<file path="src/rtl/sseg_scan_driver.sv">
// sseg_scan_driver: four-digit, time-multiplexed seven-segment scanner.
// Latches a 16-bit hex value on LD and drives active-low ANODES/CATHODES,
// one digit per DIV_MAX-cycle slot. The first BLANK_CYC cycles of every slot
// are dark to stop ghosting when the anode changes.
// Optional build macro: SSEG_LZ_BLANK_EN enables leading-zero blanking of
// digits 1..3. When it is undefined, all four digits are always shown.
module sseg_scan_driver #(
  parameter int unsigned DIV_MAX   = 50000,
  parameter int unsigned BLANK_CYC = 4
) (
  input  logic        CLK,
  input  logic        RST,
  input  logic [15:0] DATA,
  input  logic        LD,
  output logic [7:0]  CATHODES,
  output logic [3:0]  ANODES
);

  localparam int unsigned      CNT_W    = $clog2(DIV_MAX);
  localparam logic [CNT_W-1:0] CNT_LAST = CNT_W'(DIV_MAX - 1);

  logic [15:0]      data_q, data_d;
  logic [CNT_W-1:0] cnt_q,  cnt_d;
  logic [1:0]       idx_q,  idx_d;
  logic [3:0]       an_q,   an_d;
  logic [7:0]       cat_q,  cat_d;
  logic             blank;
  logic             dark;

  // Hex digit to active-low segment pattern {dp,g,f,e,d,c,b,a}; dp kept off.
  function automatic logic [7:0] hex_seg(input logic [3:0] n);
    logic [7:0] s;
    case (n)
      4'h0: s = 8'hC0;
      4'h1: s = 8'hF9;
      4'h2: s = 8'hA4;
      4'h3: s = 8'hB0;
      4'h4: s = 8'h99;
      4'h5: s = 8'h92;
      4'h6: s = 8'h82;
      4'h7: s = 8'hF8;
      4'h8: s = 8'h80;
      4'h9: s = 8'h90;
      4'hA: s = 8'h88;
      4'hB: s = 8'h83;
      4'hC: s = 8'hC6;
      4'hD: s = 8'hA1;
      4'hE: s = 8'h86;
      default: s = 8'h8E;
    endcase
    return s;
  endfunction

  // Select the nibble belonging to digit i (digit 0 is the rightmost).
  function automatic logic [3:0] nib_sel(input logic [15:0] v, input logic [1:0] i);
    logic [3:0] n;
    case (i)
      2'd0:    n = v[3:0];
      2'd1:    n = v[7:4];
      2'd2:    n = v[11:8];
      default: n = v[15:12];
    endcase
    return n;
  endfunction

  // Next-state for the data latch, slot counter, digit index and the pins.
  always_comb begin
    data_d = LD ? DATA : data_q;

    cnt_d = cnt_q + CNT_W'(1);
    idx_d = idx_q;
    if (cnt_q == CNT_LAST) begin
      cnt_d = '0;
      idx_d = idx_q + 2'd1;
    end

`ifdef SSEG_LZ_BLANK_EN
    // A digit is a leading zero when it and everything to its left is zero;
    // digit 0 always stays visible so a zero value still shows "0".
    case (idx_q)
      2'd1:    blank = (data_q[15:4]  == 12'h000);
      2'd2:    blank = (data_q[15:8]  == 8'h00);
      2'd3:    blank = (data_q[15:12] == 4'h0);
      default: blank = 1'b0;
    endcase
`else
    blank = 1'b0;
`endif

    dark = (32'(cnt_q) < BLANK_CYC) || blank;

    an_d  = 4'hF;
    cat_d = 8'hFF;
    if (!dark) begin
      an_d  = ~(4'b0001 << idx_q);
      cat_d = hex_seg(nib_sel(data_q, idx_q));
    end
  end

  // State and output registers; reset forces all digits dark immediately.
  always_ff @(posedge CLK or posedge RST) begin
    if (RST) begin
      data_q <= '0;
      cnt_q  <= '0;
      idx_q  <= '0;
      an_q   <= 4'hF;
      cat_q  <= 8'hFF;
    end else begin
      data_q <= data_d;
      cnt_q  <= cnt_d;
      idx_q  <= idx_d;
      an_q   <= an_d;
      cat_q  <= cat_d;
    end
  end

  assign ANODES   = an_q;
  assign CATHODES = cat_q;

endmodule

</file>
<file path="config.mk">
export PLATFORM = sky130hd
export DESIGN_NAME = sseg_scan_driver
export DESIGN_NICKNAME = d
export VERILOG_FILES = /design/src/rtl/sseg_scan_driver.sv
export SDC_FILE = /design/constraint.sdc
export NUM_CORES = 1
export LEC_CHECK = 0
export CORE_UTILIZATION = 25
export CTS_BUF_LIST = sky130_fd_sc_hd__clkbuf_8
export DETAILED_ROUTE_END_ITERATION = 12
export PLACE_DENSITY = 0.49
export REMOVE_ABC_BUFFERS = 1
export SETUP_SLACK_MARGIN = 0.05
export SLEW_MARGIN = 20
export SYNTH_ARGS = -nofsm -noshare
export SYNTH_HDL_FRONTEND = slang
export SYNTH_SLANG_ARGS = --single-unit
</file>
<file path="constraint.sdc">
create_clock -name CLK -period 1.9 [get_ports CLK]
set_input_delay 0.38 -clock CLK [delete_from_list [all_inputs] [get_ports CLK]]
set_output_delay 0.38 -clock CLK [all_outputs]
set_load 0.01 [all_outputs]
</file>
# Yosys cells after proc, flatten, opt, wreduce, memory -nomap -nowiden
# Memory sizes are Yosys's and may differ from the RTL's.
# Cells that the tools add are included.
# op_classes
add_sub_neg	2
order_cmp	1
n_eq_ne	3
shifts	1
mux	5
n_bitwise	1
n_reduce_logical	1
# ops
operator	n
adder 16 x 1 -> 16 bit, second input constant	1
== test 16 bit, second input constant	1
< comparator 16 x 3 -> 1 bit, second input constant	1
two-way mux 16 bit	1
case mux 4 bit (3 select lines)	1
two-way mux 4 bit	2
two-way mux 8 bit	1
NOT 4 bit	1
<< shifter 1 x 2 -> 4 bit, first input constant	1
adder 2 x 1 -> 2 bit, second input constant	1
== test 2 x 1 -> 1 bit, second input constant	1
== test 2 bit, second input constant	1
logical NOT 2 bit	1
# totals
register_bits	46
rom_bits	112
inputBits	19
out_inout_bits	12
mem_count	1
# memory_table
memory	depth	word_bits	read_ports	rd_ports_with_merged_regs	write_ports	line_no	text
(name not given)	16	7	1	0	0	33	case (n)

# Depth between registers and ports, before layout
# Gate-level depths: netlist of run 1.
# An unclocked memory read counts as a cell.
# logic_depth
depth_word	5
mapped_depth	11
mapped_depth_nobuf	11

# Worst setup path after synthesis of run 1
# No wires, ideal clock.
# synth_path
kind	register -> register
startpoint	reg idx_q[0]
endpoint	reg cat_q[5] (netlist: CATHODES[5])
setup_ns	0.103
t_arrival_ns	1.857
required_ns	1.797
setup_slack_ns	-0.060
stages_incl_launch_ff	12
n_path_buf	0
synth_period_minus_slack_ns	1.960
path_cell_list	dfrtp_1 inv_1 ha_1 a22oi_1 nand2_1 mux2i_1 inv_1 ha_1 inv_1 nor2_1 a21oi_1 o221ai_1
# synth_via
elab_chain_len	5
word_cells_on_any_way	7
cone_classes	2 x eq/ne; 3 x mux; 1 x reduce/logical; 1 x memory
# synth_rtl
item	line_no	text
start, declared	24	logic [1:0] idx_q, idx_d;
start signal, assigned	111	idx_q <= idx_d;
== test 2 bit, or another cell as far along	57	case (i)
case mux 4 bit (3 select lines) *	57	
two-way mux 4 bit *	94	if (!dark) begin
memory read (16 x 7 bit) *	--	
two-way mux 8 bit *	94	
named net cat_d[5]	26	logic [7:0] cat_q, cat_d;
end signal, assigned	113	cat_q <= cat_d;
end, declared	26	
# The timed path passes the listed nets; every way through them passes the cells marked *. The select of a mux whose other input is x is not followed.
# A chain may end at the register's enable or synchronous reset.

# Worst setup path in the final report of run 1
# layout_path
startpoint	reg idx_q[1]
endpoint	reg cat_q[5] (netlist: CATHODES[5])
# The elaborated chain is that of the path after synthesis.

==> summary.txt, run 1 <==
Clock network
  • # clock sinks: 45
  • Clock slew at reported path FFs: 0.09 ns
  • CTS HTree Levels: 2
  • CTS tree: built
  • Number of hold buffers added after cts: 0
  • Num CTS Buffers: 5
  • Clock Latency Late Sink: 0.30 ns
  • Clock root cell: clkbuf_8
  • Worst-case clock buffer depth: 2

Power and ir drop
  • Worst vdd ir: 0.0002506 V
  • PwrDens: 695.4 nW/um^2
  • Tot Pwr: 2.144 mW
  • Leak: 1.309 nW

Setup path
  • Crit path DAT: 2.15 ns
  • Worst setup EP type: flop
  • Cell chain of the critical path: inv_2 > ha_4 > a222oi_1 > mux2i_2 > buf_4 > ha_4 > inv_4 > nor2_4 > a21oi_2 > o221ai_1
  • Worst-path fanout max: 4
  • Slowest CP cell: dfrtp_1
  • Critical path type: reg2reg
  • Crit start category: flop
  • Crit-path max cell delay: 0.40 ns
  • Crit path required time: 2.11 ns
  • Most used cell, CP: ha_4

Routing
  • Router iterations before antenna repair: 4
  • Drt initial violations: 77
  • Vias/cell: 4.370
  • Via Count: 1582
  • Routed wire length: 4.622 mm
  • Routed len/inst: 12.77 um
  • Max Used Layer: met4
  • Post-DRT Antenna Nets: 0
  • DRC viols: 0
  • Met2 routed WL: 2.244 mm
  • Met1 wire length: 2.126 mm
  • Met3 Wirelength: 185 um

STA
  • RSZ-0062 raised after global routing: yes
  • Setup-failing EPs final: 4
  • Slew Limit Fails: 0
  • Final WS setup: -0.04296 ns
  • Hold Fails Final Rpt: 0
  • Setup_tns: -0.1021 ns
  • Min cycle time layout: 1.943 ns
  • Max Fclk: 514.7 MHz
  • Setup Skew: 0.009704 ns
  • Fin crit share: 102.3%

Worst hold path
  • Worst Hold Class: in2async

Logic synthesis
  • Yosys reg bits: 45
  • Leading area contributor after synthesis: dfrtp_1
  • Mapped cell area: 2131 sq um
  • Yosys top cell area share: 39.93%
  • Sequential cell area fraction in the yosys report: 53.49%
  • Synth warnings: 0
  • Gate Count Post-Synth: 190
  • Synth top area cells: dfrtp_1, dfstp_2, mux2_2, ha_1, xnor2_1
  • Netlist cell types: 34
  • Average size of a mapped cell: 11.21 sq um

GRT
  • Tot GR Track Use: 10.95%
  • Largest net degree at the start of global routing: 46
  • Initial antenna violation count: 0
  • Global-route wire length before repair: 7.596 mm
  • Global route total overflow: 0
  • Vias in the first global route: 1575

Cells and area
  • Commonest non-fill, non-tap cell in the layout: buf_4
  • Final net count: 287
  • Commonest non-fill, non-tap cells in the layout: buf_4, dfrtp_1, clkdlybuf4s50_1
  • Diodes inserted: 0
  • Share of cells above drive strength 1: 38.91%
  • Area grow syn2layout: 44.69%

Die
  • DIE WIDTH: 94.32 um
  • Die H: 94.32 um
  • Num ports: 31
  • Site Rows: 33
  • Die area: 8896 sq um
  • Initial Utilization: 25.93%
  • Core area: 8217 sq um

Place
  • Post-Place Setup Slack: -0.1172 ns
  • Routability congestion estimate from global placement: 0.8014
  • IO Port Bufs: 29
  • HPWL after detailed placement: 3.184 mm

Run
  • MaxCap Viol Count: 0

Status
  • Failing checks: setup timing
  • Run status: finished with violations
-- cell families after synthesis --
family / count (synthesis) / synth area share, %
adder cells (fa/ha/maj): 12 / 7.046
AO/OA/AOI/OAI: 27 / 8.280
AND/OR/NAND/NOR: 59 / 13.39
flip-flops: 45 / 53.49
XOR/XNOR: 13 / 5.344
other: 1 / 0.1760
buffers and inverters: 16 / 3.405
multiplexers: 17 / 8.867
-- where the power goes --
group	internal, mW	switching, mW
logic	0.203	0.160
clock network	0.390	0.332
registers	1.03	0.0259
-- final cells by class --
| class | instances | area (sq um) |
|---|---|---|
| well taps | 105 | 131.4 |
| repair buffers | 66 | 588.1 |
| fillers | 802 | 5134 |
| inverters | 9 | 38.79 |
| multi-input cells | 129 | 1072 |
| flip-flops and latches | 45 | 1141 |
| clock inverters | 3 | 42.54 |
| clock buffers | 5 | 68.82 |
-- synthesized netlist by cell type (all sizes together) --
master / n
a211o: 1
a211oi: 1
a21oi: 7
a222oi: 2
a22oi: 2
and3: 4
buf: 3
clkbuf: 4
conb: 1
dfrtp: 34
dfstp: 11
ha: 12
inv: 9
mux2: 15
mux2i: 2
nand2: 17
nand2b: 1
nand3: 9
nand3b: 2
nand4: 3
nor2: 14
nor2b: 2
nor3: 4
nor4: 2
o211ai: 1
o21ai: 8
o221ai: 4
o31ai: 1
or4: 1
xnor2: 8
xor2: 5
-- stage by stage --
stage | cells | cell area [sq um] | utilization [%] | hold WS (ns)
floorplan | 183 | 2092 | - | 0.4479
global placement | 346 | 2744 | 33.39 | 0.4720
detailed placement | 346 | 2744 | 33.39 | 0.4744
CTS | 354 | 2895 | 35.24 | 0.4383
global route | 362 | 3083 | 37.52 | 0.4469
finish | 362 | 3083 | 37.52 | 0.4249
-- flip-flops by register name, summed over array words and instances (netlist names) --
| name | cells |
|---|---|
| ANODES | 4 |
| CATHODES | 7 |
| cnt_q | 16 |
| data_q | 16 |
| idx_q | 2 |
-- worst max-delay path: cells and delay by family, from the launching register on --
family	cells	cell delay (ns)
compound gates	3	0.60
flops	1	0.40
fa+ha+maj	2	0.34
buf+inv	3	0.34
mux	1	0.15
simple gates	1	0.04
-- metal layers --
metal / vias up / GRT usage [%]
met5: - / 0
met3: 7 / 2.751
li1: 790 / -
met2: 29 / 17.51
met4: 0 / 3.846
met1: 756 / 14.31
-- repair_timing --
item / CTS / global route
buffers inserted: 0 / 8
pin swaps: 3 / 12
endpoints found under the setup margin: 14 / 14
resized for setup: 14 / 32
-- final timing paths --
path	slack [ns]	cells after the start	from	endpoint
max	-0.04	10	idx_q[1]	CATHODES[5]
max in group asynchronous	1.19	3	RST	CATHODES[4]
min	0.42	3	RST	cnt_q[4]
min in group CLK	0.48	1	cnt_q[0]	cnt_q[0]
max reg2reg	-0.04	10	idx_q[1]	CATHODES[5]
min reg2reg	0.48	1	cnt_q[0]	cnt_q[0]
Note: power is estimated with default switching activity, not from simulation.
==> inputs of run 2 (changes only) <==
Settings changed: ABC_AREA set to 1, DONT_BUFFER_PORTS set to 1, PLACE_DENSITY 0.49 to not set.
==> summary.txt, run 2 <==
Logic synthesis
  • Largest family of logic cells by synthesized area: simple AND/OR/NAND/NOR gates
  • Synth Area in Adders: 6.266%
  • Fraction of the mapped netlist area in simple logic gates: 25.95%
  • Yosys reg bits: 45
  • XOR/XNOR Fraction of Synth Area: 2.559%
  • Netlist cell types: 28
  • Synth top area cells: dfrtp_1, dfstp_2, nand2_1, mux2_2, ha_1
  • Average size of a mapped cell: 8.681 sq um
  • Synth warnings: 0
  • Mapped cell area: 2396 sq um
  • Sequential cell area fraction in the yosys report: 47.57%
  • Ys async rst share: 100.0%
  • EDFF count, synth: 0
  • Most frequent cells after synthesis: nand2_1, dfrtp_1, inv_1
  • Leading area contributor after synthesis: dfrtp_1
  • Yosys top cell area share: 35.51%
  • Ys flop type: dfrtp_1
  • Compound-gate portion of the synthesized area: 4.230%
  • Post-synthesis mux area share: 6.580%
  • Dominant cell by count in the synthesized netlist: nand2_1
  • Gate Count Post-Synth: 276

STA
  • Slew Limit Fails: 0
  • Setup-failing EPs final: 0
  • Hold Fails Final Rpt: 0
  • Max Fclk: 570.4 MHz
  • Worst Hold Slack: 0.1683 ns
  • RSZ-0062 raised after global routing: yes
  • Fin crit share: 92.27%
  • Setup Skew: 0.01199 ns
  • Setup_tns: 0 ns
  • Min cycle time layout: 1.753 ns

Die
  • Core area: 9284 sq um
  • Num ports: 31
  • Initial Utilization: 25.81%
  • Die H: 99.90 um
  • DIE WIDTH: 99.90 um
  • Die area: 9980 sq um
  • Site Rows: 35

GRT
  • Tot GR Track Use: 10.06%
  • Vias in the first global route: 1685
  • Initial antenna violation count: 0
  • Global-route wire length before repair: 7.914 mm
  • Global route total overflow: 0
  • Largest net degree at the start of global routing: 46

Setup path
  • Most used cell, CP: nand2_1
  • Reg-to-reg slack, setup: 0.15 ns
  • Crit path DAT: 1.99 ns
  • Worst-path fanout max: 5
  • Critical path type: reg2reg
  • Worst r2r path cells: 12
  • Crit start category: flop
  • Worst r2r src: idx_q[0]
  • Worst setup EP type: flop
  • Reg2Reg Capture Point: CATHODES[3]
  • Crit-path max cell delay: 0.50 ns
  • Cell chain of the critical path: inv_4 > ha_4 > nand2_1 > nand2_1 > o21bai_1 > buf_4 > ha_4 > inv_2 > nand3_1 > nand3_1 > nand2_1 > nand2_1
  • Slowest CP cell: dfrtp_2
  • Critical path startpoint: idx_q[0]
  • Crit path required time: 2.14 ns

Cells and area
  • Final net count: 323
  • Area grow syn2layout: 18.64%
  • Non-Filler Instances: 422
  • Diodes inserted: 0
  • Share of cells above drive strength 1: 25.60%
  • Commonest non-fill, non-tap cell in the layout: nand2_1
  • Final core utilization: 30.62%
  • Commonest non-fill, non-tap cells in the layout: nand2_1, dfrtp_1, inv_1

Clock network
  • Num CTS Buffers: 5
  • Worst-case clock buffer depth: 2
  • Clock slew at reported path FFs: 0.10 ns
  • CTS HTree Levels: 2
  • CTS tree: built
  • Clock root cell: clkbuf_8
  • # clock sinks: 45
  • Clock Latency Late Sink: 0.31 ns

Worst hold path
  • Worst Hold Class: in2reg
  • Hold EP: data_q[14]
  • Hold Path Stages: 1
  • Worst hold start: LD

Place
  • HPWL after detailed placement: 3.584 mm
  • Routability congestion estimate from global placement: 0.8771
  • Cells after DPL: 408
  • IO Port Bufs: 0

Routing
  • Routed wire length: 4.854 mm
  • Post-DRT Antenna Nets: 0
  • Via Count: 1779
  • Vias/cell: 4.216
  • Routed len/inst: 11.50 um
  • DRC viols: 0
  • Drt initial violations: 88
  • Router iterations before antenna repair: 4

Power and ir drop
  • Leak: 1.332 nW
  • PwrDens: 717.6 nW/um^2
  • Worst vdd ir: 0.0002299 V

Status
  • Run status: completed

Run
  • MaxCap Viol Count: 0
==> run 2: cell count changes after synthesis, sizes merged, moves of 7 or more <==
cell,delta
nand3,+16
xnor2,-7
inv,+26
nor2,+20
nand2,+56
==> run 2: area by class of cell <==
class | instances | area, sq um
Clock buffer | 5 | 68.82
Multi-Input combinational cell | 192 | 1169
Sequential cell | 45 | 1142
Tap cell | 129 | 161.4
Timing Repair Buffer | 13 | 112.6
Inverter | 35 | 138.9
Fill cell | 980 | 6441
Clock inverter | 3 | 50.05
==> run 2: metrics by stage <==
step                instance area [sq um]  setup slack [ns]  total power [mW]
detailed placement                   2594           0.09145             1.291
CTS                                  2723           0.06508             2.066
floorplan                            2367            0.1050             1.232
global route                         2843           0.03257             2.129
finish                               2843            0.1469             2.040
global placement                     2594            0.1176             1.287
==> run 2: where the power goes <==
group          internal (mW)  leakage, nW  switching (mW)  total (mW)
combinational         0.0867        0.735           0.111       0.198
clock                  0.403       0.0603           0.357       0.760
sequential              1.03        0.537          0.0475        1.08
total                   1.52         1.33           0.515        2.04
==> run 2: metal layers <==
metal  global-route usage, %  vias up  routed length, um
li1                        -      903                  -
met1                   12.59      816               2203
met2                   16.34       49               2262
met3                   2.855       11                290
met4                   4.072        0                 97
met5                       0        -                  0
==> run 2: timing repair <==
action,CTS,global route
resized for setup,0,21
setup endpoints to repair,0,7
hold buffers,1,0
setup buffers,0,5
endpoints found under the hold margin,34,0
==> run 2: worst max-delay path, delay by kind of cell, from the launching register on <==
kind            cells  cell delay, ns
flops               1            0.50
simple gates        6            0.42
fa+ha+maj           2            0.41
buf+inv             3            0.29
compound gates      1            0.08
==> run 2: worst max path at each step <==
stage / to / slack (ns) / cells past startpoint
floorplan: CATHODES[3] / 0.10 / 10
global placement: CATHODES[3] / 0.12 / 11
detailed placement: CATHODES[3] / 0.09 / 12
CTS: CATHODES[3] / 0.07 / 12
global route: CATHODES[3] / 0.03 / 12
finish: CATHODES[3] / 0.15 / 12
==> run 2: kinds of logic after synthesis <==
family	after synthesis
compound gates	16
fa+ha+maj	12
other cells	1
simple gates	142
flops	45
xor+xnor	7
mux	14
buf+inv	39
